==> config.mk <==
export PLATFORM = sky130hd
export DESIGN_NAME = regfile_wb_arbiter_flat
export DESIGN_NICKNAME = d
export VERILOG_FILES = /design/src/rtl/regfile_wb_arbiter_if.sv /design/src/rtl/regfile_wb_arbiter.sv /design/src/flat_wrapper.sv
export SDC_FILE = /design/constraint.sdc
export NUM_CORES = 1
export LEC_CHECK = 0
export ABC_AREA = 1
export CORE_ASPECT_RATIO = 0.9
export CORE_UTILIZATION = 54
export DETAILED_ROUTE_END_ITERATION = 10
export PLACE_DENSITY = 0.89
export SLEW_MARGIN = 10
export SYNTH_ARGS = -nofsm -noshare
export SYNTH_HDL_FRONTEND = slang
export SYNTH_SLANG_ARGS = --single-unit
==> constraint.sdc <==
create_clock -name clk -period 2.5 [get_ports clk]
set_input_delay 0.375 -clock clk [delete_from_list [all_inputs] [get_ports clk]]
set_output_delay 0.375 -clock clk [all_outputs]
set_load 0.02 [all_outputs]
==> src/rtl/regfile_wb_arbiter_if.sv <==
// Writeback bus between the two result sources, the register file write port
// and the decode-stage scoreboard query.
interface regfile_wb_arbiter_if #(
   parameter int unsigned AW = 4,
   parameter int unsigned DW = 16
);
   logic          a_valid;
   logic          a_ready;
   logic [AW-1:0] a_add;
   logic [DW-1:0] a_data;
   logic          m_valid;
   logic          m_ready;
   logic [AW-1:0] m_add;
   logic [DW-1:0] m_data;
   logic          wr_en;
   logic [AW-1:0] wr_reg_add;
   logic [DW-1:0] wr_data;
   logic [AW-1:0] q_add_1;
   logic [AW-1:0] q_add_2;
   logic          q_busy_1;
   logic          q_busy_2;

   // Arbiter side
   modport slave (
      input  a_valid, a_add, a_data, m_valid, m_add, m_data, q_add_1, q_add_2,
      output a_ready, m_ready, wr_en, wr_reg_add, wr_data, q_busy_1, q_busy_2
   );

   // Sources / register file / decode side
   modport master (
      output a_valid, a_add, a_data, m_valid, m_add, m_data, q_add_1, q_add_2,
      input  a_ready, m_ready, wr_en, wr_reg_add, wr_data, q_busy_1, q_busy_2
   );
endinterface

==> src/rtl/regfile_wb_arbiter.sv <==
// Shares the single register file write port between ALU (A) and memory (M)
// writeback sources: one small FIFO per source, round-robin drain into a
// registered write port, plus a pending-write scoreboard for decode.
module regfile_wb_arbiter #(
   parameter int unsigned DEPTH = 2,
   parameter int unsigned AW    = 4,
   parameter int unsigned DW    = 16
) (
   input  logic                  clk,
   input  logic                  rst,
   input  logic                  flush,
   regfile_wb_arbiter_if.slave   bus
);
   localparam int unsigned PW = (DEPTH > 1) ? $clog2(DEPTH) : 1;
   localparam int unsigned CW = $clog2(DEPTH + 1);
   localparam int unsigned NS = 2;   // source 0 = A, source 1 = M

   typedef struct packed {
      logic [AW-1:0] add;
      logic [DW-1:0] data;
   } wb_entry_t;

   wb_entry_t     mem      [NS][DEPTH];
   wb_entry_t     in_entry [NS];
   logic [PW-1:0] rd_ptr   [NS];
   logic [PW-1:0] wr_ptr   [NS];
   logic [CW-1:0] count    [NS];

   logic [NS-1:0] in_valid;
   logic [NS-1:0] ready;
   logic [NS-1:0] not_empty;
   logic [NS-1:0] push;
   logic [NS-1:0] pop;

   logic          last_grant_m;
   logic          grant_valid;
   logic          grant_m;
   wb_entry_t     head;

   logic          wr_en_q;
   logic [AW-1:0] wr_add_q;
   logic [DW-1:0] wr_data_q;
   logic          busy_1;
   logic          busy_2;

   assign in_valid    = {bus.m_valid, bus.a_valid};
   assign in_entry[0] = '{add: bus.a_add, data: bus.a_data};
   assign in_entry[1] = '{add: bus.m_add, data: bus.m_data};

   // FIFO status and push qualification; ready depends on occupancy only
   always_comb begin
      ready     = '0;
      not_empty = '0;
      push      = '0;
      for (int s = 0; s < NS; s++) begin
         ready[s]     = (count[s] != CW'(DEPTH));
         not_empty[s] = (count[s] != '0);
         push[s]      = in_valid[s] & ready[s] & ~flush;
      end
   end

   // Round-robin grant on FIFO heads; on a tie the source not granted last wins
   always_comb begin
      grant_valid = |not_empty;
      grant_m     = not_empty[1] & (~not_empty[0] | ~last_grant_m);
      pop         = '0;
      if (!flush) begin
         pop[0] = grant_valid & ~grant_m;
         pop[1] = grant_m;
      end
      head = grant_m ? mem[1][rd_ptr[1]] : mem[0][rd_ptr[0]];
   end

   // FIFO pointers and occupancy; flush empties both FIFOs
   always_ff @(posedge clk or posedge rst) begin
      if (rst) begin
         for (int s = 0; s < NS; s++) begin
            rd_ptr[s] <= '0;
            wr_ptr[s] <= '0;
            count[s]  <= '0;
         end
      end else if (flush) begin
         for (int s = 0; s < NS; s++) begin
            rd_ptr[s] <= '0;
            wr_ptr[s] <= '0;
            count[s]  <= '0;
         end
      end else begin
         for (int s = 0; s < NS; s++) begin
            if (push[s]) wr_ptr[s] <= wr_ptr[s] + PW'(1);
            if (pop[s])  rd_ptr[s] <= rd_ptr[s] + PW'(1);
            count[s] <= count[s] + CW'(push[s]) - CW'(pop[s]);
         end
      end
   end

   // FIFO storage; payload captured at the push edge
   always_ff @(posedge clk) begin
      for (int s = 0; s < NS; s++) begin
         if (push[s]) mem[s][wr_ptr[s]] <= in_entry[s];
      end
   end

   // Registered write port and round-robin history
   always_ff @(posedge clk or posedge rst) begin
      if (rst) begin
         wr_en_q      <= 1'b0;
         wr_add_q     <= '0;
         wr_data_q    <= '0;
         last_grant_m <= 1'b1;
      end else if (flush) begin
         wr_en_q <= 1'b0;
      end else begin
         wr_en_q <= grant_valid;
         if (grant_valid) begin
            wr_add_q     <= head.add;
            wr_data_q    <= head.data;
            last_grant_m <= grant_m;
         end
      end
   end

   // Scoreboard: any stored entry or the write on the port targets the query
   always_comb begin
      busy_1 = wr_en_q && (wr_add_q == bus.q_add_1);
      busy_2 = wr_en_q && (wr_add_q == bus.q_add_2);
      for (int s = 0; s < NS; s++) begin
         for (int k = 0; k < DEPTH; k++) begin
            logic [PW-1:0] idx;
            idx = rd_ptr[s] + PW'(k);
            if (CW'(k) < count[s]) begin
               if (mem[s][idx].add == bus.q_add_1) busy_1 = 1'b1;
               if (mem[s][idx].add == bus.q_add_2) busy_2 = 1'b1;
            end
         end
      end
   end

   assign bus.a_ready    = ready[0];
   assign bus.m_ready    = ready[1];
   assign bus.wr_en      = wr_en_q;
   assign bus.wr_reg_add = wr_add_q;
   assign bus.wr_data    = wr_data_q;
   assign bus.q_busy_1   = busy_1;
   assign bus.q_busy_2   = busy_2;
endmodule

==> src/flat_wrapper.sv <==
// flat-port wrapper written by rule: the top's interface ports become plain ports
module regfile_wb_arbiter_flat 
#(
   parameter int unsigned DEPTH = 2,
   parameter int unsigned AW    = 4,
   parameter int unsigned DW    = 16
)
  (clk, rst, flush, bus_a_valid, bus_a_add, bus_a_data, bus_m_valid, bus_m_add, bus_m_data, bus_q_add_1, bus_q_add_2, bus_a_ready, bus_m_ready, bus_wr_en, bus_wr_reg_add, bus_wr_data, bus_q_busy_1, bus_q_busy_2);
  regfile_wb_arbiter_if #(.AW(AW), .DW(DW)) bus_i ();
  input  logic clk;
  input  logic rst;
  input  logic flush;
  input wire logic [$bits(bus_i.a_valid)-1:0] bus_a_valid;
  input wire logic [$bits(bus_i.a_add)-1:0] bus_a_add;
  input wire logic [$bits(bus_i.a_data)-1:0] bus_a_data;
  input wire logic [$bits(bus_i.m_valid)-1:0] bus_m_valid;
  input wire logic [$bits(bus_i.m_add)-1:0] bus_m_add;
  input wire logic [$bits(bus_i.m_data)-1:0] bus_m_data;
  input wire logic [$bits(bus_i.q_add_1)-1:0] bus_q_add_1;
  input wire logic [$bits(bus_i.q_add_2)-1:0] bus_q_add_2;
  output wire logic [$bits(bus_i.a_ready)-1:0] bus_a_ready;
  output wire logic [$bits(bus_i.m_ready)-1:0] bus_m_ready;
  output wire logic [$bits(bus_i.wr_en)-1:0] bus_wr_en;
  output wire logic [$bits(bus_i.wr_reg_add)-1:0] bus_wr_reg_add;
  output wire logic [$bits(bus_i.wr_data)-1:0] bus_wr_data;
  output wire logic [$bits(bus_i.q_busy_1)-1:0] bus_q_busy_1;
  output wire logic [$bits(bus_i.q_busy_2)-1:0] bus_q_busy_2;
  assign bus_i.a_valid = bus_a_valid;
  assign bus_i.a_add = bus_a_add;
  assign bus_i.a_data = bus_a_data;
  assign bus_i.m_valid = bus_m_valid;
  assign bus_i.m_add = bus_m_add;
  assign bus_i.m_data = bus_m_data;
  assign bus_i.q_add_1 = bus_q_add_1;
  assign bus_i.q_add_2 = bus_q_add_2;
  assign bus_a_ready = bus_i.a_ready;
  assign bus_m_ready = bus_i.m_ready;
  assign bus_wr_en = bus_i.wr_en;
  assign bus_wr_reg_add = bus_i.wr_reg_add;
  assign bus_wr_data = bus_i.wr_data;
  assign bus_q_busy_1 = bus_i.q_busy_1;
  assign bus_q_busy_2 = bus_i.q_busy_2;
  regfile_wb_arbiter #(.DEPTH(DEPTH), .AW(AW), .DW(DW)) u_core (.clk(clk), .rst(rst), .flush(flush), .bus(bus_i));
endmodule
# Yosys cells after proc, flatten, opt, wreduce, memory -nomap -nowiden
# Memory sizes are Yosys's and may differ from the RTL's.
# Index checks and enable logic that the tools add are counted.
# classes
bitwise_logic	17
n_reduce_logical	12
muxes	46
magnitude_cmp	12
eq_ne	12
addsub	8
# ops
operator	count
$mux 20	15
$mux 40	2
$demux 20 s1	2
$eq 4x4->1	10
$mux 1	23
$ge 2x2->1 const B	6
$not 1->2	6
$reduce_bool 2->1	6
$lt 1x2->1 const A	4
$and 1x1->1	6
$mux 2	3
$add 1x1->1 const B	4
$add 2x1->2	2
$logic_and 1x1->1	4
$lt 2x1->1 const B	2
$mux 4	1
$ne 2x2->1 const B	2
$not 1->1	4
$sub 2x1->2	2
$reduce_and 2->1	1
$reduce_or 2->1	1
$or 1x1->1	1
# totals
reg_bits	30
n_memories	1
inputBits	53
mem_bits_rw	80
# mem_list
memory	words	word_bits	read_ports	rd_ports_with_merged_regs	wr	line	text
u_core.mem	2	40	2	0	2	regfile_wb_arbiter.sv:23	wb_entry_t mem [NS][DEPTH];

# Longest topological paths before layout
# Gate-level depths: netlist (run 1).
# logic_depth
word_depth	13
depth_mapped	12
depth_no_buf	10

# Worst setup path before layout (run 1)
# OpenSTA, ideal clock, no wires.
# synth_timing
kind	register -> register
startpoint	register u_core.count[1] (netlist bit)
endpoint	memory u_core.mem[0][60] (netlist bit), enable pin
setup_time_ns	0.397
period_less_slack_ns	2.199
path_buffers	0
arrival_time_ns	1.803
path_stages_with_launch	6
setup_slack_ns	0.301
required_ns	2.103
path_cell_list	dfrtp_1 > nand2_1 > nand2_1 > nor2_1 > inv_1 > nor2_1
# synth_rtl
element	line	text
from (decl)	regfile_wb_arbiter.sv:27	logic [CW-1:0] count [NS];
from (signal, indexed assignment)	regfile_wb_arbiter.sv:92	count[s] <= count[s] + CW'(push[s]) - CW'(pop[s]);
to (decl)	regfile_wb_arbiter.sv:23	

# Final worst setup path (run 1)
# layout_timing
startpoint	register u_core.rd_ptr[0] (netlist bit)
endpoint	output bus_q_busy_1
# layout_between
elab_chain_cells	9
word_cells_on_any_way	15
# layout_rtl
element	line	text
from (decl)	regfile_wb_arbiter.sv:25	logic [PW-1:0] rd_ptr [NS];
from (signal, indexed assignment)	regfile_wb_arbiter.sv:91	if (pop[s]) rd_ptr[s] <= rd_ptr[s] + PW'(1);
$not 1->2 (implied by the code)	regfile_wb_arbiter.sv:132	if (mem[s][idx].add == bus.q_add_1) busy_1 = 1'b1;
$mux 20 (implied by the code) (3 in a row)	regfile_wb_arbiter.sv:132	
$eq 4x4->1	regfile_wb_arbiter.sv:132	
$mux 1	regfile_wb_arbiter.sv:132	
$mux 1	regfile_wb_arbiter.sv:131	if (CW'(k) < count[s]) begin
$mux 1	regfile_wb_arbiter.sv:132	
$mux 1 *	regfile_wb_arbiter.sv:131	
to (decl)	flat_wrapper.sv:26	output wire logic [$bits(bus_i.q_busy_1)-1:0] bus_q_busy_1;
# Mark *: on every way between the ends. The rest lies on a longest branch, timed or not. The select of a mux whose other input is x is not followed.

==> results.toml, run 1 <==
[grt]
antenna_found_initial = 0
grt_pass1_wl_um = 21300
overflow = 0
first_global_vias = 4284
grt_max_degree = 31
grtUsageTotal_pct = 28.4

[cts]
clockRootBuffer = "clkbuf_8"
cts_hold_buffers = 0
clk_pin_slew_worst_paths_ns = 0.11
clock_sinks = 110
cts_made_buffers = 9
cts.path.max_buffers = 2
clk_latency_ns = 0.37
htree_levels = 3
cts_tree = "built"

[place]
place_ws_ns = -0.248
gp_congestion = 0.878
dp_cells = 767
port_buffers = 77
dpl_cell_area_sq_um = 6210
hpwl_um = 9820

[drt]
wl_per_cell_um = 16.9
antenna_left = 0
wirelength_um = 13300
drc = 0
via_per_inst = 5.52
vias = 4345
drtPass1Iterations = 5
drt-initial-drc-count = 334

[timing]
finalHoldViolCount = 0
drv_slew = 0
final.period_utilization_pct = 90.5
min_period_ns = 2.26
clock_skew_ns = 0.00643
tightest_slew_ns = 0.525
rsz0062_at_grt = "false"
worst_slack_ns = 0.237
fmax_mhz = 442
setup_viol = 0
slew_headroom_pct = 64.9

[min_path]
hold_class = "in2async"

[synthesis]
synth_seq_cells = 110
synth-seq-area-share_pct = 60.6
syn_inst = 558
synth_top_area_cell = "edfxtp_1"
synth.avg_cell_area_sq_um = 9.33
synth_fp_nets = 615
synth.distinct_cells = 27
synth_edf_count = 80
synth-async-reset-ratio_pct = 27.3
ys.flop_type = "edfxtp_1"
netlist_top_cells_area = "edfxtp_1 46%, dfrtp_1 14%, nand2_1 11%, nand3_1 6.8%, nor2_1 6.3%"
synth_area_sq_um = 5200
yosysTopAreaCellShare_pct = 46.2
ys_warn_count = 0

[critical_path]
endpoint = "bus_q_busy_1"
start_kind = "flop"
crit_path_end_kind = "output port"
cp_max_fo = 11
rrSetupSlack_ns = 0.64
r2r-end = "u_core.count[3]$_DFF_PP0_"
critical_path_class = "reg2out"
r2r.worst_path.cells = 8
critPathRequiredTime_ns = 2.12
timing.rr.start = "u_core.count[1]$_DFF_PP0_"
cp.arrival_ns = 1.89
crit_path_start = "u_core.rd_ptr[0]$_DFFE_PP0P_"

[finish]
stdcell_area_sq_um = 6440
final_cell_mix = "151 x nand2_1, 87 x nor2_1, 80 x edfxtp_1, 75 x clkdlybuf4s50_1, 71 x nand3_1"
fin_nets = 717
final_common_cell = "nand2_1"
n_antenna_cell = 0
finalNonFillerCells = 787
syn2layout_area_growth_pct = 23.8
final_util_pct = 69.7
drive_gt1_share_pct = 9.92

[die]
initial_utilization_pct = 56.3
dieArea_sq_um = 10000
die_y_um = 95.1
die_w_um = 105
ios = 78
core_sq_um = 9250
num_rows = 33

[pwr]
vdd_drop_max_uv = 699
power_density_nw_per_um2 = 1100
p_leak_nw = 2.74
power_mw = 7.10

[job]
maxCapViolations = 0

[run_status]
status = "finished clean"
-- Yosys cell counts, types with 3 or more instances --
cell type	instances
a21oi_1	8
buf_2	7
buf_4	5
buf_6	6
dfrtp_1	29
edfxtp_1	80
ha_1	4
inv_1	38
inv_2	4
nand2_1	151
nand3_1	71
nor2_1	87
o21ai_0	34
o21ai_1	8
o22ai_1	7
xnor2_1	3
xor2_1	4
-- through the flow --
step	TNS [ns]	hold slack, ns
floorplan	0	0.465
global placement	-0.498	0.466
detailed placement	-0.452	0.471
CTS	0	0.391
global route	0	0.409
finish	0	0.376
-- worst max-delay path, stage by stage (launching register included) --
cell      delay [ns]
dfrtp_1         0.44
buf_4           0.19
nand2_1         0.10
nand2_1         0.10
nand2_1         0.07
nand3_1         0.09
nor2_1          0.13
nand2_1         0.07
nand2_1         0.06
inv_1           0.04
nand2_1         0.06
clkbuf_2        0.16
-- layer usage --
metal / routed length [um] / track usage, % / vias to the layer above
li1: - / - / 2057
met1: 5230 / 34.0 / 2057
met2: 6720 / 50.2 / 188
met3: 811 / 4.72 / 43
met4: 525 / 14.4 / 0
met5: 0 / 0 / -
-- worst min path at each step --
| stage | cells past startpoint | start | endpoint | slack [ns] |
|---|---|---|---|---|
| final | 3 | rst | u_core.bus.wr_data[13]$_DFFE_PP0P_ | 0.38 |
| after global routing | 3 | rst | u_core.bus.wr_data[11]$_DFFE_PP0P_ | 0.41 |
| after CTS | 3 | rst | u_core.bus.wr_data[11]$_DFFE_PP0P_ | 0.39 |
| after detailed placement | 2 | u_core.bus.wr_data[10]$_DFFE_PP0P_ | u_core.bus.wr_data[10]$_DFFE_PP0P_ | 0.47 |
| after global placement | 2 | u_core.bus.wr_data[13]$_DFFE_PP0P_ | u_core.bus.wr_data[13]$_DFFE_PP0P_ | 0.47 |
| after floorplan | 1 | rst | u_core.bus.wr_data[0]$_DFFE_PP0P_ | 0.47 |
-- power breakdown --
| part | internal [mW] | switching [mW] |
|---|---|---|
| combinational | 1.29 | 2.16 |
| clock | 0.416 | 0.639 |
| sequential | 2.34 | 0.258 |
-- repair_timing --
action,4_1_cts,5_1_grt
gates resized for setup,5,5
setup endpoints to repair,2,2
pin swaps,0,0
buffers inserted,0,4
-- registers in the layout (all words and copies together) (netlist names) --
register	count
u_core.last_grant_m	1
u_core.bus.wr_reg_add	4
u_core.rd_ptr	2
u_core.wr_ptr	2
u_core.bus.wr_en	1
u_core.count	4
u_core.bus.wr_data	16
u_core.mem	80
-- final cells by class --
cell class              count  area (sq um)
fillers                   724          2810
multi-input cells         385          1740
flip-flops and latches    110          3160
inverters                  44           173
repair buffers            110          1020
well taps                 122           153
clock buffers              10           138
clock inverters             6          62.6
-- cells by family after synthesis --
family,after synthesis,synth area share [%]
compound gates,60,6.51
fa+ha+maj,4,0.962
xor+xnor,7,1.18
buf+inv,63,6.03
flops,110,60.6
simple gates,314,24.7
Power figures use the tool's default switching activity.
==> inputs of run 2 (changes only) <==
HOLD_SLACK_MARGIN = 0.06   (was default)
==> results of run 2 <==
Same layout as run 1: the final DEF is identical, and so are final timing and power.
